===== src/rtl/vga_sync_receiver.sv =====
// vga_sync_receiver: passive VGA sink. Samples hsync/vsync/rgb on the pixel clock, rebuilds pixel
// coordinates from the sync edges, checks line/frame timing and declares lock after a run of good
// frames. While locked it emits per-pixel data; per-frame lit-pixel statistics are always kept.
//
// Ports:
//   vga_clk     pixel clock (same clock as the VGA generator)
//   reset       asynchronous active-low reset
//   hsync_in    horizontal sync, active low
//   vsync_in    vertical sync, active low
//   rgb_in      {red[1:0], green[1:0], blue[1:0]}
//   locked      timing lock
//   pix_valid   visible pixel present on pix_x/pix_y/pix_rgb
//   pix_x       visible column
//   pix_y       visible row
//   pix_rgb     registered pixel data
//   frame_done  one-cycle pulse per vsync falling edge
//   frame_lit   non-black visible pixels in the last frame
//   err_count   bad frames seen while locked, saturating
module vga_sync_receiver #(
  parameter int unsigned H_TOTAL     = 800,
  parameter int unsigned H_SYNC      = 96,
  parameter int unsigned H_BP        = 48,
  parameter int unsigned H_ACTIVE    = 640,
  parameter int unsigned V_TOTAL     = 525,
  parameter int unsigned V_SYNC      = 2,
  parameter int unsigned V_BP        = 33,
  parameter int unsigned V_ACTIVE    = 480,
  parameter int unsigned LOCK_FRAMES = 2
) (
  input  logic        vga_clk,
  input  logic        reset,
  input  logic        hsync_in,
  input  logic        vsync_in,
  input  logic [5:0]  rgb_in,
  output logic        locked,
  output logic        pix_valid,
  output logic [9:0]  pix_x,
  output logic [9:0]  pix_y,
  output logic [5:0]  pix_rgb,
  output logic        frame_done,
  output logic [18:0] frame_lit,
  output logic [7:0]  err_count
);

  localparam logic [10:0] HStart = 11'(H_SYNC + H_BP);
  localparam logic [10:0] HEnd   = 11'(H_SYNC + H_BP + H_ACTIVE);
  localparam logic [10:0] HLast  = 11'(H_TOTAL - 1);
  localparam logic [10:0] HSyncW = 11'(H_SYNC);
  localparam logic [9:0]  VStart = 10'(V_SYNC + V_BP);
  localparam logic [9:0]  VEnd   = 10'(V_SYNC + V_BP + V_ACTIVE);
  localparam logic [9:0]  VLast  = 10'(V_TOTAL - 1);
  localparam logic [9:0]  VSyncW = 10'(V_SYNC);
  localparam logic [7:0]  LockN  = 8'(LOCK_FRAMES);

  typedef enum logic [1:0] {StSearch, StTrack, StLocked} state_e;

  // Input stage
  logic       hs_q, hs_prev_q, vs_q, vs_prev_q;
  logic [5:0] rgb_q;
  logic       hs_fall, vs_fall;

  // Timing counters
  logic [10:0] h_cnt_q, h_cnt_d;
  logic [10:0] hs_low_q, hs_low_d;
  logic [9:0]  v_cnt_q, v_cnt_d;
  logic [9:0]  vs_low_q, vs_low_d;
  logic        frame_err_q, frame_err_d;
  logic        line_bad, frame_good, timeout;

  // Lock state machine
  state_e      state_q, state_d;
  logic [7:0]  good_q, good_d;
  logic [7:0]  err_q, err_d;
  logic        locked_q;

  // Pixel and statistics
  logic        vis_d, pix_valid_d, lit_inc;
  logic        pix_valid_q, frame_done_q;
  logic [9:0]  pix_x_q, pix_y_q, pix_x_d, pix_y_d;
  logic [5:0]  pix_rgb_q;
  logic [18:0] lit_q, lit_d, frame_lit_q;

  assign hs_fall = hs_prev_q & ~hs_q;
  assign vs_fall = vs_prev_q & ~vs_q;

  // The line that ends on this hs_fall is judged against its length and sync width.
  assign line_bad = hs_fall & ((h_cnt_q != HLast) | (hs_low_q != HSyncW));

  // A line ending on the same cycle as vs_fall still belongs to the frame being judged.
  assign frame_good = (v_cnt_q == VLast) & (vs_low_q == VSyncW) & ~frame_err_q & ~line_bad;

  // A saturated h_cnt is cleared by a coinciding hs_fall, so that cycle is not a timeout.
  assign timeout = (h_cnt_q == 11'h7FF) & ~hs_fall;

  always_comb begin
    h_cnt_d = h_cnt_q;
    if (hs_fall) begin
      h_cnt_d = 11'd0;
    end else if (h_cnt_q != 11'h7FF) begin
      h_cnt_d = h_cnt_q + 11'd1;
    end

    hs_low_d = hs_low_q;
    if (hs_fall) begin
      hs_low_d = 11'd1;
    end else if (!hs_q && hs_low_q != 11'h7FF) begin
      hs_low_d = hs_low_q + 11'd1;
    end

    v_cnt_d = v_cnt_q;
    if (vs_fall) begin
      v_cnt_d = 10'd0;
    end else if (hs_fall && v_cnt_q != 10'h3FF) begin
      v_cnt_d = v_cnt_q + 10'd1;
    end

    // Vsync width in lines: the line starting at vs_fall plus each later line start while low.
    vs_low_d = vs_low_q;
    if (vs_fall) begin
      vs_low_d = 10'd1;
    end else if (hs_fall && !vs_q && vs_low_q != 10'h3FF) begin
      vs_low_d = vs_low_q + 10'd1;
    end

    frame_err_d = vs_fall ? 1'b0 : (frame_err_q | line_bad);
  end

  always_comb begin
    state_d = state_q;
    good_d  = good_q;
    err_d   = err_q;
    if (timeout) begin
      state_d = StSearch;
      good_d  = 8'd0;
    end else if (vs_fall) begin
      case (state_q)
        StSearch: begin
          // The first frame seen is partial and never judged.
          state_d = StTrack;
          good_d  = 8'd0;
        end
        StTrack: begin
          if (!frame_good) begin
            good_d = 8'd0;
          end else if (good_q + 8'd1 >= LockN) begin
            state_d = StLocked;
            good_d  = 8'd0;
          end else begin
            good_d = good_q + 8'd1;
          end
        end
        StLocked: begin
          if (!frame_good) begin
            state_d = StTrack;
            good_d  = 8'd0;
            if (err_q != 8'hFF) begin
              err_d = err_q + 8'd1;
            end
          end
        end
        default: begin
          state_d = StSearch;
          good_d  = 8'd0;
        end
      endcase
    end
  end

  // Pixel path works on the counter values being loaded this edge, which line up with rgb_q.
  always_comb begin
    vis_d       = (h_cnt_d >= HStart) && (h_cnt_d < HEnd) && (v_cnt_d >= VStart) && (v_cnt_d < VEnd);
    pix_valid_d = locked_q & vis_d;
    pix_x_d     = 10'(h_cnt_d - HStart);
    pix_y_d     = v_cnt_d - VStart;
    lit_inc     = vis_d & (rgb_q != 6'd0);
    // A lit pixel coinciding with vs_fall is counted into the new frame.
    lit_d       = vs_fall ? {18'd0, lit_inc} : (lit_q + {18'd0, lit_inc});
  end

  always_ff @(posedge vga_clk or negedge reset) begin
    if (!reset) begin
      hs_q         <= 1'b1;
      hs_prev_q    <= 1'b1;
      vs_q         <= 1'b1;
      vs_prev_q    <= 1'b1;
      rgb_q        <= 6'd0;
      h_cnt_q      <= 11'd0;
      hs_low_q     <= 11'd0;
      v_cnt_q      <= 10'd0;
      vs_low_q     <= 10'd0;
      frame_err_q  <= 1'b0;
      state_q      <= StSearch;
      good_q       <= 8'd0;
      err_q        <= 8'd0;
      locked_q     <= 1'b0;
      pix_valid_q  <= 1'b0;
      pix_x_q      <= 10'd0;
      pix_y_q      <= 10'd0;
      pix_rgb_q    <= 6'd0;
      frame_done_q <= 1'b0;
      lit_q        <= 19'd0;
      frame_lit_q  <= 19'd0;
    end else begin
      hs_q         <= hsync_in;
      hs_prev_q    <= hs_q;
      vs_q         <= vsync_in;
      vs_prev_q    <= vs_q;
      rgb_q        <= rgb_in;
      h_cnt_q      <= h_cnt_d;
      hs_low_q     <= hs_low_d;
      v_cnt_q      <= v_cnt_d;
      vs_low_q     <= vs_low_d;
      frame_err_q  <= frame_err_d;
      state_q      <= state_d;
      good_q       <= good_d;
      err_q        <= err_d;
      locked_q     <= (state_d == StLocked);
      pix_valid_q  <= pix_valid_d;
      if (pix_valid_d) begin
        pix_x_q   <= pix_x_d;
        pix_y_q   <= pix_y_d;
        pix_rgb_q <= rgb_q;
      end
      frame_done_q <= vs_fall;
      lit_q        <= lit_d;
      if (vs_fall) begin
        frame_lit_q <= lit_q;
      end
    end
  end

  assign locked     = locked_q;
  assign pix_valid  = pix_valid_q;
  assign pix_x      = pix_x_q;
  assign pix_y      = pix_y_q;
  assign pix_rgb    = pix_rgb_q;
  assign frame_done = frame_done_q;
  assign frame_lit  = frame_lit_q;
  assign err_count  = err_q;

endmodule


===== config.mk =====
export PLATFORM = sky130hd
export DESIGN_NAME = vga_sync_receiver
export DESIGN_NICKNAME = d
export VERILOG_FILES = /design/src/rtl/vga_sync_receiver.sv
export SDC_FILE = /design/constraint.sdc
export NUM_CORES = 1
export LEC_CHECK = 0
export ABC_CLOCK_PERIOD_IN_PS = 12230
export BUFFER_PORTS_ARGS = -buffer_cell sky130_fd_sc_hd__buf_2
export CAP_MARGIN = 10
export CORE_MARGIN = 2
export CORE_UTILIZATION = 65
export CTS_BUF_LIST = sky130_fd_sc_hd__clkbuf_8
export CTS_CLUSTER_DIAMETER = 50
export CTS_CLUSTER_SIZE = 10
export DETAILED_ROUTE_END_ITERATION = 6
export PLACE_DENSITY = 0.84
export SLEW_MARGIN = 5
export SYNTH_ARGS = -nofsm -noshare
export SYNTH_HDL_FRONTEND = slang
export SYNTH_SLANG_ARGS = --single-unit

===== constraint.sdc =====
create_clock -name vga_clk -period 12.23 [get_ports vga_clk]
set_input_delay 3.0575 -clock vga_clk [delete_from_list [all_inputs] [get_ports vga_clk]]
set_output_delay 3.0575 -clock vga_clk [all_outputs]
set_load 0.01 [all_outputs]

==> summary.md <==
| Metric | Value |
|---|---|
| Crit path capture type | flop |
| Initial Utilization | 66.5% |
| Clock Sinks | 138 |
| Row count | 37 |
| Router iterations before antenna repair | 6 |
| CTS tree | done |
| Worst-Skew Late Latency | 0.45 ns |
| Total Power | 948 uW |
| Max Freq | 0.226 GHz |
| Fin crit period | about 4.4 ns |
| Antenna Violating Nets Remaining | 0 |
| Gr ovfl total | 0 |
| Worst path most repeated cell | ha_1 |
| Post-CTS Setup Bufs | 0 |
| Switching Fraction | roughly a quarter |
| Slew @ Worst Pin | between 1 and 1.5 ns |
| Post-DP HPWL | 9.62 mm |
| Max cap viols | 0 |
| Max VDD drop | 0.0904 mV |
| PostCTS Resize Cnt | 0 |
| Final setup vio count | 0 |
| Most common cell after layout, fill and taps aside | dfrtp_1 |
| Class of the worst hold path | reg2reg |
| Post-synthesis async set-or-reset flop share | between 90% and 100% |
| Vias in the first global route | 5,034 |
| Final Instance Area | between 0.007 and 0.008 sq mm |
| Setup ws final | approximately 7.8 ns |
| Leakage power | 3.87 nW |
| Final core occ | 74.5% |
| Synth Cell Area | 0.00680 sq mm |
| Via count | between 5,000 and 6,000 |
| Synth cell types | 71 |
| GPL Wtd Cong | 0.911 |
| Area of the core | 0.0102 sq mm |
| CP top delay family | simple AND/OR/NAND/NOR gates |
| Critical Path RT | 12.60 ns |
| Clk buf depth | 2 |
| Slew HR | between 30 and 40% |
| Pre-CTS WS | 7.71 ns |
| Outcome | finished clean |
| Synth top area share | 49.3% |
| Clock power frac | 40.8% |
| Synth area leader | dfrtp_1 |
| Synth area leaders | dfrtp_1, nand2_1, mux2_4 |
| Power density over the cells | 124 mW/mm^2 |
| Critical path class | reg2reg |
| Post-CTS Hold Fix Bufs | 0 |
| WL final | approximately 14 mm |
| Die Ht | 106 um |
| Pin count of the biggest net entering global routing | 85 |
| Dpl cells | 823 |
| Critical Path, Cell by Cell | nand2b_1, a41o_1, mux2i_1, nor2_1, ha_1, inv_1, o31ai_1, or3_1, o31ai_2, nand4_1, a21oi_1, ha_1, ha_1, nand2_1, or2_2, or3_1, a21oi_1 |
| Vias per cell | 5.93 |
| Seq/Total Area, Yosys | around half |
| Nets@finish | between 700 and 800 |
| Diodes inserted | 0 |
| Minimum hold slack | approximately 0.38 ns |
| Critical Path Max Stage Delay | 0.60 ns |
| Placed cell area | 0.00720 sq mm |
| Switching pwr | roughly 240 uW |
| Clock H-tree levels | 4 |
| Initial antenna violation count | 0 |
| Ys Warns | 0 |
| Cell-internal power | 704 uW |
| Clk pin slew, worst setup/hold paths | 0.08 ns |
| Syn Inst Count | 641 |
| Routed length per instance | between 15 and 20 um |
| Startpoint Class | flop |
| Unrepaired setup endpoints after global routing | no |
| Crit path DAT | 4.79 ns |
| Final Skew | 0.0120 ns |
| Final Cycle Share | 36.1% |
| Die area | 0.0113 sq mm |
| Gate power share | 7.7% |
| Post-Route Setup TNS | 0 ns |
| Yosys reg bits | 138 |
| EDFF count, synth | 0 |
| Max-slew violation count | 0 |
| DRC viols | 0 |
| Area growth from synthesis to layout | 12.0% |
| Initial DRC Count | 315 |
| Sequential power share | around half |
| Post-Syn Area per Cell | roughly 11 sq um |
| First-pass GRT wire length | 24.5 mm |
| Die Wd | 106 um |
| Top FF cell, synth | dfrtp_1 |
| Total buffers and inverters traversed by the critical path | 1 |
| Syn_nets | 666 |
| Slowest stage cell on the critical path | dfstp_2 |
| Internal reg-to-reg setup slack | 7.81 ns |
| Port bufs | 65 |
| Worst Path Max Fanout | 9 |
| Share of cells above drive strength 1 | 21.0% |
| Gr usage total | 27.4% |
| Most frequent cells in the layout | dfrtp_1, nand2_1, buf_2 |
| CTS root buffer | clkbuf_8 |
| Finished Layout Cells | 855 |
| Final Hold Vio Count | 0 |
| TritonCTS Buffers | 17 |
| I/O pin cnt | 66 |
Yosys cell counts (3+ instances only):
| library cell | n |
|---|---|
| ha_1 | 15 |
| buf_2 | 4 |
| nor2b_1 | 5 |
| mux2i_1 | 5 |
| a41oi_1 | 5 |
| nor4_1 | 6 |
| a31oi_1 | 3 |
| nor3_1 | 7 |
| or3_1 | 9 |
| and3_1 | 18 |
| a211oi_1 | 4 |
| a21oi_1 | 18 |
| xor2_1 | 24 |
| dfstp_2 | 4 |
| nor2_1 | 54 |
| buf_1 | 6 |
| and2_1 | 18 |
| nand2_1 | 88 |
| mux2_4 | 17 |
| buf_6 | 5 |
| dfrtp_1 | 134 |
| mux2_2 | 9 |
| nand4_1 | 15 |
| o31a_1 | 3 |
| xnor2_1 | 24 |
| nand3_1 | 24 |
| clkbuf_1 | 7 |
| o311a_1 | 4 |
| nand2b_1 | 6 |
| and4_1 | 5 |
| o31ai_1 | 4 |
| nor4b_1 | 3 |
| inv_1 | 21 |
| o21ai_0 | 16 |
| a21boi_0 | 3 |
layer usage:
metal  wire, um  vias to the layer above  part of all wire (%)  global-route usage, %
li1           -                     2383                     -                      -
met3        632                       33                   4.5                   5.09
met4        380                        0                   2.7                   11.8
met5          0                        -                     0                      0
met1       6250                     2496                    44                   36.9
met2       6880                      160                    49                   43.9
cells by family (layout without fill, tap and decap cells):
group | Yosys count | in the layout | share of synthesized area, %
AOI/OAI and AO/OA | 84 | 84 | 9.53
adders and majority gates | 15 | 15 | 2.76
and+or+nand+nor | 280 | 280 | 21.6
DFF | 138 | 138 | 50.8
xor gates and xnor gates | 48 | 48 | 6.18
buffers and inverters | 45 | 123 | 3.16
muxes | 31 | 31 | 5.98
sequential cells by signal, summed over array words and instances (netlist names), 10 cells and up:
signal / count
pix_y: 10
h_cnt_q: 11
v_cnt_q: 10
pix_x: 10
vs_low_q: 10
lit_q: 19
hs_low_q: 11
frame_lit: 19
power groups by stage:
stage          Combinational, mW  Clock, mW  Sequential (mW)
3_5_place_dp              0.0727          0            0.495
5_1_grt                   0.0843      0.414            0.490
3_3_place_gp              0.0705          0            0.494
2_1_floorplan             0.0540          0            0.490
4_1_cts                   0.0743      0.394            0.487
6_report                  0.0734      0.387            0.487
path summary, 6_finish.rpt:
| kind | start | end | cells after the start |
|---|---|---|---|
| worst max-delay path | hs_q$_DFF_PN1_ | lit_q[18]$_DFF_PN0_ | 17 |
| worst min-delay path | vs_q$_DFF_PN1_ | vs_prev_q$_DFF_PN1_ | 0 |
| max in group asynchronous | reset | h_cnt_q[0]$_DFF_PN0_ | 2 |
| worst max register to register | hs_q$_DFF_PN1_ | lit_q[18]$_DFF_PN0_ | 17 |
| worst min register to register | vs_q$_DFF_PN1_ | vs_prev_q$_DFF_PN1_ | 0 |
| min in group asynchronous | reset | frame_lit[10]$_DFFE_PN0P_ | 1 |
area by class of cell:
type / count / area (sq um)
clock buffer: 18 / 248
clock inverter: 14 / 173
fill: 716 / 2610
inverter: 22 / 82.6
multi-input combinational: 458 / 3130
sequential: 138 / 3460
tap: 136 / 170
timing repair buffer: 69 / 362
Power figures use the tool's default switching activity.
